[src/rtl/dmem_port_arbiter_if.sv]
// ============================================================================
// Module : dmem_port_arbiter_if
// Brief  : Signal bundle between the data-memory arbiter, its two requesters
//          (CPU data port, auxiliary reader/writer) and the single-port RAM.
//          master : arbiter view (drives grants, stall, read data, RAM side)
//          slave  : environment view (requesters and RAM)
// Rev    : 1.0 - initial release
// ============================================================================
`default_nettype none

interface dmem_port_arbiter_if #(
  parameter int ADDR_WIDTH = 12,
  parameter int DATA_WIDTH = 32
);
  // CPU data port
  logic                  cpu_access;
  logic                  cpu_wren;
  logic [ADDR_WIDTH-1:0] cpu_addr;
  logic [DATA_WIDTH-1:0] cpu_data;
  logic [DATA_WIDTH-1:0] cpu_q;
  logic                  cpu_stall;
  // Auxiliary requester
  logic                  aux_req;
  logic                  aux_wren;
  logic [ADDR_WIDTH-1:0] aux_addr;
  logic [DATA_WIDTH-1:0] aux_data;
  logic                  aux_gnt;
  logic [DATA_WIDTH-1:0] aux_q;
  logic                  aux_q_valid;
  // RAM side
  logic                  ram_wEn;
  logic [ADDR_WIDTH-1:0] ram_addr;
  logic [DATA_WIDTH-1:0] ram_dataIn;
  logic [DATA_WIDTH-1:0] ram_dataOut;

  modport master (
    input  cpu_access, cpu_wren, cpu_addr, cpu_data,
    input  aux_req, aux_wren, aux_addr, aux_data,
    input  ram_dataOut,
    output cpu_q, cpu_stall, aux_gnt, aux_q, aux_q_valid,
    output ram_wEn, ram_addr, ram_dataIn
  );

  modport slave (
    output cpu_access, cpu_wren, cpu_addr, cpu_data,
    output aux_req, aux_wren, aux_addr, aux_data,
    output ram_dataOut,
    input  cpu_q, cpu_stall, aux_gnt, aux_q, aux_q_valid,
    input  ram_wEn, ram_addr, ram_dataIn
  );
endinterface

`default_nettype wire

[src/rtl/dmem_port_arbiter.sv]
// ============================================================================
// Module : dmem_port_arbiter
// Brief  : Shares a single-port synchronous-read RAM between the CPU data port
//          (priority owner) and an auxiliary req/gnt requester. After MAX_WAIT
//          consecutive aux denials the CPU is stalled for one FORCE cycle so
//          the aux access is served.
// Ports  : clock       - processor clock, all state on rising edge
//          anti_reset  - asynchronous active-low reset
//          bus         - dmem_port_arbiter_if.master (CPU, aux and RAM signals)
// Rev    : 1.0 - initial release
// ============================================================================
`default_nettype none

module dmem_port_arbiter #(
  parameter int ADDR_WIDTH = 12,
  parameter int DATA_WIDTH = 32,
  parameter int MAX_WAIT   = 8
) (
  input  wire logic             clock,
  input  wire logic             anti_reset,
  dmem_port_arbiter_if.master   bus
);

  typedef enum logic [0:0] {
    NORMAL = 1'b0,
    FORCE  = 1'b1
  } state_t;

  state_t                state, state_next;
  logic [7:0]            wait_cnt, wait_cnt_next;
  logic                  in_force;
  logic                  cpu_owns;
  logic                  aux_owns;
  logic                  aux_q_valid_r;
  logic                  cpu_hold_sel;
  logic [DATA_WIDTH-1:0] cpu_hold_reg;
  logic [ADDR_WIDTH-1:0] addr_sel;
  logic [DATA_WIDTH-1:0] data_sel;

  // Ownership and next-state. Everything is gated by anti_reset so the
  // handshake outputs and the RAM write enable are quiet while in reset.
  always_comb begin
    state_next    = state;
    wait_cnt_next = 8'd0;
    in_force      = (state == FORCE);
    cpu_owns      = 1'b0;
    aux_owns      = 1'b0;
    if (anti_reset) begin
      if (in_force) begin
        // CPU is frozen; aux gets the port if it is still asking.
        aux_owns   = bus.aux_req;
        state_next = NORMAL;
      end else begin
        cpu_owns = bus.cpu_access;
        aux_owns = bus.aux_req && !bus.cpu_access;
        if (bus.aux_req && !aux_owns) begin
          wait_cnt_next = wait_cnt + 8'd1;
          // This denial is the MAX_WAIT-th in a row: steal the next cycle.
          if (wait_cnt == 8'(MAX_WAIT - 1)) begin
            state_next = FORCE;
          end
        end
      end
    end
  end

  // With no owner the RAM still sees the CPU address/data, write disabled.
  assign addr_sel = aux_owns ? bus.aux_addr : bus.cpu_addr;
  assign data_sel = aux_owns ? bus.aux_data : bus.cpu_data;

  assign bus.ram_addr    = addr_sel;
  assign bus.ram_dataIn  = data_sel;
  assign bus.ram_wEn     = (cpu_owns && bus.cpu_wren) || (aux_owns && bus.aux_wren);
  assign bus.cpu_stall   = anti_reset && in_force;
  assign bus.aux_gnt     = aux_owns;
  assign bus.aux_q       = bus.ram_dataOut;
  assign bus.aux_q_valid = aux_q_valid_r;
  // The CPU load issued just before FORCE returns during FORCE, but the CPU
  // only consumes it the cycle after; replay the captured word then.
  assign bus.cpu_q       = cpu_hold_sel ? cpu_hold_reg : bus.ram_dataOut;

  always_ff @(posedge clock or negedge anti_reset) begin
    if (!anti_reset) begin
      state         <= NORMAL;
      wait_cnt      <= 8'd0;
      aux_q_valid_r <= 1'b0;
      cpu_hold_sel  <= 1'b0;
      cpu_hold_reg  <= '0;
    end else begin
      state         <= state_next;
      wait_cnt      <= wait_cnt_next;
      aux_q_valid_r <= aux_owns && !bus.aux_wren;
      cpu_hold_sel  <= in_force;
      if (in_force) begin
        cpu_hold_reg <= bus.ram_dataOut;
      end
    end
  end

endmodule

`default_nettype wire

[src/flat_wrapper.sv]
// flat-port wrapper written by rule: the top's interface ports become plain ports
module dmem_port_arbiter_flat 
#(
  parameter int ADDR_WIDTH = 12,
  parameter int DATA_WIDTH = 32,
  parameter int MAX_WAIT   = 8
)
  (clock, anti_reset, bus_cpu_access, bus_cpu_wren, bus_cpu_addr, bus_cpu_data, bus_aux_req, bus_aux_wren, bus_aux_addr, bus_aux_data, bus_ram_dataOut, bus_cpu_q, bus_cpu_stall, bus_aux_gnt, bus_aux_q, bus_aux_q_valid, bus_ram_wEn, bus_ram_addr, bus_ram_dataIn);
  dmem_port_arbiter_if #(.ADDR_WIDTH(ADDR_WIDTH), .DATA_WIDTH(DATA_WIDTH)) bus_i ();
  input  wire logic clock;
  input  wire logic anti_reset;
  input wire logic [$bits(bus_i.cpu_access)-1:0] bus_cpu_access;
  input wire logic [$bits(bus_i.cpu_wren)-1:0] bus_cpu_wren;
  input wire logic [$bits(bus_i.cpu_addr)-1:0] bus_cpu_addr;
  input wire logic [$bits(bus_i.cpu_data)-1:0] bus_cpu_data;
  input wire logic [$bits(bus_i.aux_req)-1:0] bus_aux_req;
  input wire logic [$bits(bus_i.aux_wren)-1:0] bus_aux_wren;
  input wire logic [$bits(bus_i.aux_addr)-1:0] bus_aux_addr;
  input wire logic [$bits(bus_i.aux_data)-1:0] bus_aux_data;
  input wire logic [$bits(bus_i.ram_dataOut)-1:0] bus_ram_dataOut;
  output wire logic [$bits(bus_i.cpu_q)-1:0] bus_cpu_q;
  output wire logic [$bits(bus_i.cpu_stall)-1:0] bus_cpu_stall;
  output wire logic [$bits(bus_i.aux_gnt)-1:0] bus_aux_gnt;
  output wire logic [$bits(bus_i.aux_q)-1:0] bus_aux_q;
  output wire logic [$bits(bus_i.aux_q_valid)-1:0] bus_aux_q_valid;
  output wire logic [$bits(bus_i.ram_wEn)-1:0] bus_ram_wEn;
  output wire logic [$bits(bus_i.ram_addr)-1:0] bus_ram_addr;
  output wire logic [$bits(bus_i.ram_dataIn)-1:0] bus_ram_dataIn;
  assign bus_i.cpu_access = bus_cpu_access;
  assign bus_i.cpu_wren = bus_cpu_wren;
  assign bus_i.cpu_addr = bus_cpu_addr;
  assign bus_i.cpu_data = bus_cpu_data;
  assign bus_i.aux_req = bus_aux_req;
  assign bus_i.aux_wren = bus_aux_wren;
  assign bus_i.aux_addr = bus_aux_addr;
  assign bus_i.aux_data = bus_aux_data;
  assign bus_i.ram_dataOut = bus_ram_dataOut;
  assign bus_cpu_q = bus_i.cpu_q;
  assign bus_cpu_stall = bus_i.cpu_stall;
  assign bus_aux_gnt = bus_i.aux_gnt;
  assign bus_aux_q = bus_i.aux_q;
  assign bus_aux_q_valid = bus_i.aux_q_valid;
  assign bus_ram_wEn = bus_i.ram_wEn;
  assign bus_ram_addr = bus_i.ram_addr;
  assign bus_ram_dataIn = bus_i.ram_dataIn;
  dmem_port_arbiter #(.ADDR_WIDTH(ADDR_WIDTH), .DATA_WIDTH(DATA_WIDTH), .MAX_WAIT(MAX_WAIT)) u_core (.clock(clock), .anti_reset(anti_reset), .bus(bus_i));
endmodule
[config.mk]
export PLATFORM = sky130hd
export DESIGN_NAME = dmem_port_arbiter_flat
export DESIGN_NICKNAME = d
export VERILOG_FILES = /design/src/rtl/dmem_port_arbiter_if.sv /design/src/rtl/dmem_port_arbiter.sv /design/src/flat_wrapper.sv
export SDC_FILE = /design/constraint.sdc
export NUM_CORES = 1
export LEC_CHECK = 0
export CAP_MARGIN = 0
export CORE_MARGIN = 5
export CORE_UTILIZATION = 30
export CTS_BUF_LIST = sky130_fd_sc_hd__clkbuf_8
export DETAILED_ROUTE_END_ITERATION = 12
export PLACE_DENSITY = 0.77
export RECOVER_POWER = 25
export SYNTH_ARGS = -nofsm -noshare
export SYNTH_HDL_FRONTEND = slang
export SYNTH_SLANG_ARGS = --single-unit
[constraint.sdc]
create_clock -name clock -period 2 [get_ports clock]
set_clock_uncertainty 0.2 [all_clocks]
set_input_delay 0.2 -clock clock [delete_from_list [all_inputs] [get_ports clock]]
set_output_delay 0.2 -clock clock [all_outputs]
set_load 0.005 [all_outputs]
==> metrics.md <==
| Metric | Value |
|---|---|
| Number of storage elements in the synthesis netlist | 43 |
| Worst-path cell chain | nand2b_4 -> nor2b_4 -> buf_6 -> buf_6 -> buf_16 -> buf_12 -> mux2_4 -> buf_6 |
| Antenna violations before repair | 0 |
| Syn-to-layout area delta | 91.6% |
| Peak supply drop | 0.000270 V |
| Most used DFF post-synth | sky130_fd_sc_hd__dfrtp_1 |
| Syn Area/Cell | 13.1 sq um |
| Worst Slack Setup Final | -0.240 ns |
| Crit-path max cell delay | 0.38 ns |
| Number of H-tree branching levels | 2 |
| Pins Over Slew Limit | 0 |
| Synth top area cells | sky130_fd_sc_hd__dfrtp_1 (35%), sky130_fd_sc_hd__mux2_2 (26%), sky130_fd_sc_hd__mux2_4 (19%) |
| Worst slew pin tran | 0.753 ns |
| Outcome | finished with violations |
| Initial DRC count | 92 |
| Gate count after technology mapping | 234 |
| FMAX | 446 MHz |
| Hold crit path type | input port to flop |
| Number of search-and-repair iterations in the first detailed-routing pass | 4 |
| Layout fillers | 821 |
| Synthesized area | 3060 sq um |
| TNS Setup | -5.75 ns |
| Crit path DAT | 1.84 ns |
| Area of the multi-input gates | 1630 sq um |
| Dominant cell type by area after synthesis | sky130_fd_sc_hd__dfrtp_1 |
| Area used by sequential logic in the layout | 1080 sq um |
| Number of clock sinks | 43 |
| Number of enable flip-flop cells after synthesis | 0 |
| Count of distinct cell types in the synthesized netlist | 29 |
| Syn_nets | 361 |
| TritonCTS clock tree | built |
| Floorplan core area | 9860 sq um |
| Routability Congestion | 0.878 |
| Violations in the final reports | setup timing |
| Highest signal layer in the routed design | met4 |
| Normalized max-slew margin | 49.6% |
| Antenna violation net count after detailed routing | 0 |
| Placed instance count | 570 |
| Post-route met1 wirelength | 4880 um |
| Wire length of the first global-routing pass | 19,200 um |
| Detail-routed via count per cell | 4.57 |
| Global Route Usage Sum | 20.0% |
| Area share of the largest cell type after synthesis | 35.2% |
| Number of inserted diodes | 0 |
| DIE HEIGHT | 111 um |
| Sequential cell area fraction in the yosys report | 35.2% |
| Total length of routed wires | 12,800 um |
| Final Instance Area | 5860 sq um |
| Master cell of the clock root buffer | sky130_fd_sc_hd__clkbuf_8 |
| Final non-filler cell total | 607 |
| Top cell types by occurrence after synthesis | sky130_fd_sc_hd__mux2_2 (70), sky130_fd_sc_hd__dfrtp_1 (43), sky130_fd_sc_hd__mux2_4 (38) |
| Path type of the worst setup path | flop to primary output |
| Clk pin slew, worst setup/hold paths | 0.08 ns |
| Setup slack, reg-to-reg | 0.31 ns |
| Number of global-route vias before repair | 3,083 |
| Synth async-reset ratio | 100% |
| Setup crit start kind | flop |
| Worst slack at placement | -0.469 ns |
| Grt total ovfl | 0 |
| Crit. End Element | primary output |
| Cell with the most instances after synthesis | sky130_fd_sc_hd__mux2_2 |
| Endpoints failing setup | 45 |
| Placed inst area | 5330 sq um |
| Residual DRC count | 0 |
| Row Count | 36 |
| Inserted Clock Buffers | 5 |
| Data required time at the worst endpoint | 1.60 ns |
| Largest buffer count on any clock path | 2 |
| Sum of net half-perimeters after detailed placement | 9500 um |
| CP Buf/Inv Count | 5 |
| P per Cell Area | 404 nW/um^2 |
| Number of top-level pins | 238 |
| Clock period minus worst slack | 2.24 ns |
| Crit Path Max Fanout | 5 |
| Most common cell type on the critical path | sky130_fd_sc_hd__buf_6 |
| Final critical-path share of the clock period | 112% |
| Final Hold Fails | 0 |
| Maximum Capacitance Violations | 0 |
| Die Area | 12,300 sq um |
| Net count, final | 600 |
| Yosys warning count | 0 |
| Flip-flop count of the largest register, all copies and words added | 32 |
| Width of the die | 111 um |
| CP top delay family | buffers and inverters |
| RSZ-0062 raised after global routing | yes |
| Starting density of the core | 31.0% |
| Latest clock arrival within the worst-skew pair | 0.29 ns |
| Total number of vias | 2,775 |
| Pin count of the biggest net entering global routing | 28 |
| WL met2 | 6660 um |
| Total power draw | 2370 uW |
| Static Leakage | 0.00265 uW |
| Layout cell share with drive strength beyond 1 | 46.2% |
| Met3 WL | 1030 um |
| CP max-delay cell | sky130_fd_sc_hd__dfrtp_1 |
| Port Buffers | 237 |
| Routed wire length per instance | 21.1 um |
[stage by stage]
step	hold WS, ns	utilization [%]
after floorplan	-0.296	-
after global placement	0.0376	54.0
after detailed placement	0.0336	54.0
after CTS	0.194	60.2
after global routing	0.259	59.4
final	0.248	59.4
[area by class of cell]
class / count / share of cell area, %
Clock inverter: 2 / 0.213
Timing Repair Buffer: 278 / 49.5
Sequential cell: 43 / 18.4
Tap cell: 133 / 2.84
Clock buffer: 6 / 1.41
Multi-Input combinational cell: 145 / 27.7
[where the power goes]
| part | internal, uW | switching, uW |
|---|---|---|
| logic | 615 | 260 |
| clock network | 278 | 287 |
| registers | 908 | 18.0 |
| total | 1800 | 565 |
[cells by family after synthesis]
logic type                 synth area share, %
AOI/OAI and AO/OA                         1.76
xor gates and xnor gates                 0.859
adders and majority gates                0.409
buffers and inverters                     12.5
DFF                                       35.2
muxes                                     44.4
and+or+nand+nor                           4.87
[worst register-to-register path, stage by stage (launching register included)]
cell                             delay [ns]
sky130_fd_sc_hd__dfrtp_1               0.35
sky130_fd_sc_hd__buf_4                 0.13
sky130_fd_sc_hd__dlymetal6s2s_1        0.47
sky130_fd_sc_hd__mux2_2                0.41
[timing repair]
item                                    4_1_cts  5_1_grt
cloned                                        9        1
hold endpoints to repair                     16        0
endpoints found under the setup margin       79       62
hold buffers                                  2        0
gates resized for setup                     298       29
buffers inserted                             18        1
[final timing paths]
check / startpoint / end / depth (start not counted)
setup / recovery: u_core.in_force / bus_ram_dataIn[2] / 8
hold reg to reg: u_core.wait_cnt[0] / u_core.wait_cnt[0] / 1
hold / removal: anti_reset / u_core.wait_cnt[1] / 5
max in group asynchronous: anti_reset / u_core.cpu_hold_reg[27] / 4
setup reg to reg: u_core.in_force / u_core.cpu_hold_reg[30] / 3
min in group asynchronous: anti_reset / u_core.cpu_hold_reg[15] / 3
[layout by cell type (no fill, tap or decap), types with 2 or more instances in the layout]
master / n
sky130_fd_sc_hd__a21oi_1: 3
sky130_fd_sc_hd__buf_12: 8
sky130_fd_sc_hd__buf_16: 6
sky130_fd_sc_hd__buf_2: 2
sky130_fd_sc_hd__buf_4: 15
sky130_fd_sc_hd__buf_6: 49
sky130_fd_sc_hd__clkbuf_1: 2
sky130_fd_sc_hd__clkbuf_2: 18
sky130_fd_sc_hd__clkbuf_8: 6
sky130_fd_sc_hd__clkdlybuf4s50_1: 157
sky130_fd_sc_hd__dfrtp_1: 43
sky130_fd_sc_hd__dlygate4sd2_1: 16
sky130_fd_sc_hd__dlygate4sd3_1: 2
sky130_fd_sc_hd__mux2_2: 64
sky130_fd_sc_hd__mux2_4: 44
sky130_fd_sc_hd__nand2_1: 2
sky130_fd_sc_hd__nand3_1: 4
sky130_fd_sc_hd__nor2_1: 5
sky130_fd_sc_hd__o21ai_0: 3
sky130_fd_sc_hd__or3_1: 3
sky130_fd_sc_hd__xor2_1: 2
[routing by layer]
layer | vias up | GRT usage (%)
met1 | 1317 | 22.2
met2 | 160 | 36.8
met5 | - | 0
met4 | 0 | 4.84
met3 | 14 | 6.44
li1 | 1284 | -
No activity file was read; power rests on OpenSTA's default activity.
